**config.mk**
```make
export PLATFORM = sky130hd
export DESIGN_NAME = muldiv_hilo_ctrl
export DESIGN_NICKNAME = d
export VERILOG_FILES = /design/src/rtl/muldiv_hilo_ctrl.sv
export SDC_FILE = /design/constraint.sdc
export NUM_CORES = 1
export LEC_CHECK = 0
export ABC_AREA = 1
export CAP_MARGIN = 10
export CORE_UTILIZATION = 24
export CTS_CLUSTER_DIAMETER = 80
export DETAILED_ROUTE_END_ITERATION = 12
export PLACE_DENSITY = 0.55
export RECOVER_POWER = 25
export SLEW_MARGIN = 15
export SYNTH_ARGS = -nofsm -noshare
export SYNTH_HDL_FRONTEND = slang
export SYNTH_SLANG_ARGS = --single-unit
```
**constraint.sdc**
```tcl
create_clock -name clk_i -period 5.63 [get_ports clk_i]
set_input_delay 1.689 -clock clk_i [delete_from_list [all_inputs] [get_ports clk_i]]
set_output_delay 1.689 -clock clk_i [all_outputs]
set_load 0.02 [all_outputs]
```
**src/rtl/muldiv_hilo_ctrl.sv**
```systemverilog
// HI/LO issue and writeback controller for the sequential Booth multiplier.
// Optional MADD/MSUB accumulate path is enabled by defining MULT_ACC_EN.
//
//   state   | meaning
//   --------+-----------------------------------------------------------
//   S_IDLE  | accepting ops; MTxx/MFxx complete in place
//   S_START | one-cycle start pulse to the multiplier, operands held
//   S_WAIT  | minimum latency elapsed and busy dropped -> commit HI/LO
module muldiv_hilo_ctrl #(
  parameter int DATA_W      = 32,
  parameter int MUL_LATENCY = 34,
  parameter int CNT_W       = 6
) (
  input  logic                clk_i,
  input  logic                rst_n_i,
  input  logic                op_valid_i,
  input  logic [2:0]          op_code_i,
  input  logic [DATA_W-1:0]   rs_val_i,
  input  logic [DATA_W-1:0]   rt_val_i,
  output logic                op_ready_o,
  output logic [DATA_W-1:0]   rd_data_o,
  output logic                rd_valid_o,
  output logic                mul_done_o,
  output logic                mul_start_o,
  output logic [DATA_W-1:0]   mul_mc_o,
  output logic [DATA_W-1:0]   mul_mp_o,
  input  logic [2*DATA_W-1:0] mul_prod_i,
  input  logic                mul_busy_i,
  output logic [DATA_W-1:0]   hi_o,
  output logic [DATA_W-1:0]   lo_o
);

  localparam logic [2:0] OP_MULT  = 3'b000;
  localparam logic [2:0] OP_MULTU = 3'b001;
  localparam logic [2:0] OP_MTHI  = 3'b010;
  localparam logic [2:0] OP_MTLO  = 3'b011;
  localparam logic [2:0] OP_MFHI  = 3'b100;
  localparam logic [2:0] OP_MFLO  = 3'b101;
  localparam logic [2:0] OP_MADD  = 3'b110;
  localparam logic [2:0] OP_MSUB  = 3'b111;

  localparam logic [CNT_W-1:0] CNT_EXIT = CNT_W'(MUL_LATENCY - 1);
  localparam logic [CNT_W-1:0] CNT_MAX  = '1;

  typedef enum logic [1:0] {
    S_IDLE  = 2'd0,
    S_START = 2'd1,
    S_WAIT  = 2'd2
  } state_e;

  state_e              state_q, state_d;
  logic [CNT_W-1:0]    cnt_q, cnt_d;
  logic [DATA_W-1:0]   hi_q, hi_d;
  logic [DATA_W-1:0]   lo_q, lo_d;
  logic [DATA_W-1:0]   rd_data_q, rd_data_d;
  logic                rd_valid_q, rd_valid_d;
  logic                done_q, done_d;
  logic [DATA_W-1:0]   mc_q, mc_d;
  logic [DATA_W-1:0]   mp_q, mp_d;
  logic                uns_q, uns_d;

  logic [DATA_W-1:0]   prod_hi_fix;
  logic [2*DATA_W-1:0] prod_fix;
  logic [2*DATA_W-1:0] commit_val;

  // The multiplier is signed-only; MULTU adds back the operands whose MSB
  // was misread as a sign bit.
  always_comb begin
    prod_hi_fix = mul_prod_i[2*DATA_W-1:DATA_W];
    if (uns_q) begin
      if (mc_q[DATA_W-1]) prod_hi_fix = prod_hi_fix + mp_q;
      if (mp_q[DATA_W-1]) prod_hi_fix = prod_hi_fix + mc_q;
    end
  end

  assign prod_fix = {prod_hi_fix, mul_prod_i[DATA_W-1:0]};

`ifdef MULT_ACC_EN
  logic                acc_q, acc_d;
  logic                sub_q, sub_d;
  logic [2*DATA_W-1:0] acc_sum;

  assign acc_sum    = sub_q ? ({hi_q, lo_q} - prod_fix) : ({hi_q, lo_q} + prod_fix);
  assign commit_val = acc_q ? acc_sum : prod_fix;
`else
  assign commit_val = prod_fix;
`endif

  always_comb begin
    state_d    = state_q;
    cnt_d      = cnt_q;
    hi_d       = hi_q;
    lo_d       = lo_q;
    rd_data_d  = rd_data_q;
    rd_valid_d = 1'b0;
    done_d     = 1'b0;
    mc_d       = mc_q;
    mp_d       = mp_q;
    uns_d      = uns_q;
`ifdef MULT_ACC_EN
    acc_d      = acc_q;
    sub_d      = sub_q;
`endif
    op_ready_o  = (state_q == S_IDLE);
    mul_start_o = (state_q == S_START);

    case (state_q)
      S_IDLE: begin
        if (op_valid_i) begin
          case (op_code_i)
            OP_MULT, OP_MULTU: begin
              mc_d    = rs_val_i;
              mp_d    = rt_val_i;
              uns_d   = (op_code_i == OP_MULTU);
`ifdef MULT_ACC_EN
              acc_d   = 1'b0;
              sub_d   = 1'b0;
`endif
              state_d = S_START;
            end
            OP_MTHI: hi_d = rs_val_i;
            OP_MTLO: lo_d = rs_val_i;
            OP_MFHI: begin
              rd_data_d  = hi_q;
              rd_valid_d = 1'b1;
            end
            OP_MFLO: begin
              rd_data_d  = lo_q;
              rd_valid_d = 1'b1;
            end
            OP_MADD, OP_MSUB: begin
`ifdef MULT_ACC_EN
              mc_d    = rs_val_i;
              mp_d    = rt_val_i;
              uns_d   = 1'b0;
              acc_d   = 1'b1;
              sub_d   = (op_code_i == OP_MSUB);
              state_d = S_START;
`endif
            end
            default: ;
          endcase
        end
      end
      S_START: begin
        cnt_d   = '0;
        state_d = S_WAIT;
      end
      S_WAIT: begin
        if (cnt_q != CNT_MAX) cnt_d = cnt_q + 1'b1;
        if ((cnt_q >= CNT_EXIT) && !mul_busy_i) begin
          hi_d    = commit_val[2*DATA_W-1:DATA_W];
          lo_d    = commit_val[DATA_W-1:0];
          done_d  = 1'b1;
          state_d = S_IDLE;
        end
      end
      default: state_d = S_IDLE;
    endcase
  end

  always_ff @(posedge clk_i or negedge rst_n_i) begin
    if (!rst_n_i) begin
      state_q    <= S_IDLE;
      cnt_q      <= '0;
      hi_q       <= '0;
      lo_q       <= '0;
      rd_data_q  <= '0;
      rd_valid_q <= 1'b0;
      done_q     <= 1'b0;
      mc_q       <= '0;
      mp_q       <= '0;
      uns_q      <= 1'b0;
`ifdef MULT_ACC_EN
      acc_q      <= 1'b0;
      sub_q      <= 1'b0;
`endif
    end else begin
      state_q    <= state_d;
      cnt_q      <= cnt_d;
      hi_q       <= hi_d;
      lo_q       <= lo_d;
      rd_data_q  <= rd_data_d;
      rd_valid_q <= rd_valid_d;
      done_q     <= done_d;
      mc_q       <= mc_d;
      mp_q       <= mp_d;
      uns_q      <= uns_d;
`ifdef MULT_ACC_EN
      acc_q      <= acc_d;
      sub_q      <= sub_d;
`endif
    end
  end

  assign rd_data_o  = rd_data_q;
  assign rd_valid_o = rd_valid_q;
  assign mul_done_o = done_q;
  assign mul_mc_o   = mc_q;
  assign mul_mp_o   = mp_q;
  assign hi_o       = hi_q;
  assign lo_o       = lo_q;

endmodule

```
==> impl_metrics.csv <==
group,metric,value,unit
logic_synthesis,synthesis.nets,2059,
logic_synthesis,synth.ff_latch_count,171,
finish,diodes,0,
critical_path,worst-path-buf-inv,4,
critical_path,critPathTopFamily,"simple AND/OR/NAND/NOR gates",
routing,dr.pass1.iters,5,
logic_synthesis,synth_simple_gate_area_share,34.2,%
power,p_per_area,528,nW/um^2
placed_design,hpwl,42.4,mm
power,power,9.45,mW
placed_design,portBuffers,298,
global_routing,grt_max_degree,91,
global_routing,grt_pass1_vias,13800,
logic_synthesis,muxShareOfSynthArea,2.88,%
sta,drv_slew,91,
logic_synthesis,synthXorXnorAreaFrac,1.54,%
power,ir_worst_vdd,0.000248,V
sta,timing.hold.ws,0.503,ns
logic_synthesis,synth_adder_area_share,7.31,%
finish,drive_above_1_share,12.3,%
critical_path,critPathArrivalTime,5.80,ns
critical_path,cp_common_cell,"nand2_1",
routing,drc_errors,0,
clock_network,cts_hold_buf,0,
clock_network,cts-buffers-inserted,17,
logic_synthesis,ys_seq_area_share,34.2,%
finish,fin_area,17900,um^2
power,p_leak,8.72,nW
critical_path,end_kind,"register",
sta,setup_viol,0,
sta,period_needed,5.39,ns
status,violations,"max-capacitance violations, max-slew violations",
logic_synthesis,yosysUniqueCellTypes,46,
global_routing,antenna_found_initial,1,
placed_design,dpl_cell_area,17300,um^2
global_routing,grt_pass1_wl,83.1,mm
logic_synthesis,synth_edf_count,0,
worst_hold_path,holdCritStartpoint,"mul_mp_o[18]$_DFFE_PN0P_",
sta,fin_tns_setup,0,ns
finish,n_fill_cell,5496,
routing,postRouteWirelength,54.5,mm
logic_synthesis,ys_async_sr_fraction,100,%
sta,maxSlewHeadroom,-67.6,%
sta,post-route-period-util,95.7,%
clock_network,cts_sinks,171,
floorplanning,die_w,230,um
logic_synthesis,syn_avg_cell_area,6.76,um^2
critical_path,cpPeakStageDelay,0.44,ns
sta,finalHoldViolCount,0,
critical_path,worst_path_max_delay_cell,"clkdlybuf4s50_1",
global_routing,grt_use_total,20.8,%
sta,rsz0062_at_grt,"yes",
floorplanning,rows,83,
sta,fin_skew,0.0141,ns
logic_synthesis,ys_warn_count,0,
placed_design,gp_congestion,0.887,
finish,area_delta_synth_final,43.0,%
routing,wl_per_cell,18.4,um
flow_run,max_cap_violations,1,
floorplanning,core_area,51400,um^2
worst_hold_path,hold_class,"reg -> reg",
critical_path,crit_type,"in -> reg",
critical_path,r2r-start,"mul_mp_o[0]$_DFFE_PN0P_",
routing,drt-initial-drc-count,943,
clock_network,cts_tree,"done",
routing,avgViaCountPerCell,4.68,
sta,worstMarginPinSlew,2.51,ns
logic_synthesis,synth_top_family_by_area,"simple AND/OR/NAND/NOR gates",
critical_path,crit_path_start,"mul_prod_i[32]",
finish,layout.area.seq,4280,um^2
routing,ant_nets,0,
clock_network,clk_pin_slew,0.07,ns
floorplanning,initial_core_util,24.4,%
critical_path,cp_max_fo,4,
logic_synthesis,synth-compound-area-share,13.4,%
floorplanning,boundaryPins,299,
status,outcome,"finished, violations left",
critical_path,startpoint_type,"primary input",
critical_path,critPathRequiredTime,6.04,ns
finish,fin_util,34.8,%
global_routing,grt_overflow,0,
clock_network,ctsLongestPathBuffers,2,
finish,multi_input_area,7480,um^2
floorplanning,die_h,230,um
clock_network,cts-htree-levels,4,
logic_synthesis,synth_cells,1852,
clock_network,clock_latency,0.49,ns
sta,fmax,186,MHz
logic_synthesis,ys.flop_type,"dfrtp_1",
logic_synthesis,netlist_area,12500,um^2
routing,num_vias,13800,
floorplanning,die_area,53100,um^2
finish,finalNetCount,2468,
clock_network,clock-root-buffer,"clkbuf_16",
power by group:
group	switching (mW)	total, mW	internal [mW]	leakage (nW)
logic	3.44	6.00	2.56	6.35
clock network	0.568	1.28	0.709	0.298
registers	0.467	2.17	1.70	2.07
path summary, 6_finish.rpt:
check / endpoint / slack [ns] / depth (start not counted)
max in group asynchronous: lo_o[13]$_DFFE_PN0P_ / 1.63 / 2
min in group asynchronous: rd_data_o[26]$_DFFE_PN0P_ / 1.93 / 1
hold reg to reg: mul_mp_o[18]$_DFFE_PN0P_ / 0.50 / 2
setup reg to reg: hi_o[22]$_DFFE_PN0P_ / 1.46 / 28
setup / recovery: hi_o[22]$_DFFE_PN0P_ / 0.24 / 29
hold / removal: mul_mp_o[18]$_DFFE_PN0P_ / 0.50 / 2
state kept, by name (all words and copies together) (netlist names):
name	count
hi_o	32
rd_valid_o	1
cnt_q	6
state_q	2
mul_mc_o	32
lo_o	32
rd_data_o	32
mul_mp_o	32
uns_q	1
mul_done_o	1
per-layer routing:
metal | up-vias | wire length (um) | GRT usage, % | part of all wire [%]
met4 | 2 | 1170 | 6.04 | 2.1
met1 | 6536 | 24100 | 26.4 | 44
met3 | 60 | 2700 | 3.96 | 5.0
met2 | 374 | 26500 | 35.5 | 49
li1 | 6859 | - | - | -
met5 | - | 13 | 0 | 0.024
cells in the mapped netlist (all sizes together), types with 12 or more instances:
cell	count	area [um^2]
nand2	735	2800
dfrtp	171	4280
a21oi	166	838
inv	140	526
nor2	135	519
nand3	120	611
o21ai	83	427
ha	70	876
clkbuf	46	173
mux2	32	360
nor3	21	130
buf	18	105
a21boi	17	128
or2	17	106
nand4	12	75.1
logic make-up after synthesis:
kind of cell / after synthesis
simple gates: 1046
fa+ha+maj: 72
xor+xnor: 22
flops: 171
buf+inv: 206
mux: 32
compound gates: 303
worst reg2reg max path: cells and delay by family, from the launching register on:
kind	cells	cell delay, ns
DFF	1	0.41
AOI/OAI and AO/OA	2	0.32
buffers and inverters	3	0.29
adders and majority gates	3	0.99
and+or+nand+nor	20	2.10
cell type report:
| class | count | share of cell area (%) |
|---|---|---|
| Sequential cell | 171 | 23.9 |
| Clock inverter | 10 | 0.720 |
| Inverter | 142 | 2.98 |
| Multi-Input combinational cell | 1475 | 41.8 |
| Clock buffer | 22 | 2.70 |
| Tap cell | 680 | 4.75 |
| Timing Repair Buffer | 454 | 23.1 |
placed cells by master, fill, tap and decap left out, drive strengths merged, types with 2 or more instances in the layout:
master           n
nand2          735
clkdlybuf4s50  296
dfrtp          171
a21oi          166
buf            154
inv            144
nor2           135
nand3          120
o21ai           83
ha              70
mux2            32
clkbuf          25
nor3            21
or2             17
a21boi          17
nand4           12
xnor2           11
xor2            11
o21a             7
o21bai           7
a21o             7
a2bb2oi          6
nand3b           4
o211ai           4
clkinv           4
o22ai            2
fa               2
clkinvlp         2
bufinv           2
timing repair:
item,CTS,global route
buffers inserted,0,0
gates resized for setup,0,9
setup endpoints to repair,0,8
per-stage QoR:
stage	instances	setup slack, ns
detailed placement	2922	-0.303
global placement	2922	-0.318
CTS	2954	0.218
finish	2954	0.241
floorplan	1852	1.08
global route	2954	-0.0721
Power figures use the tool's default switching activity.
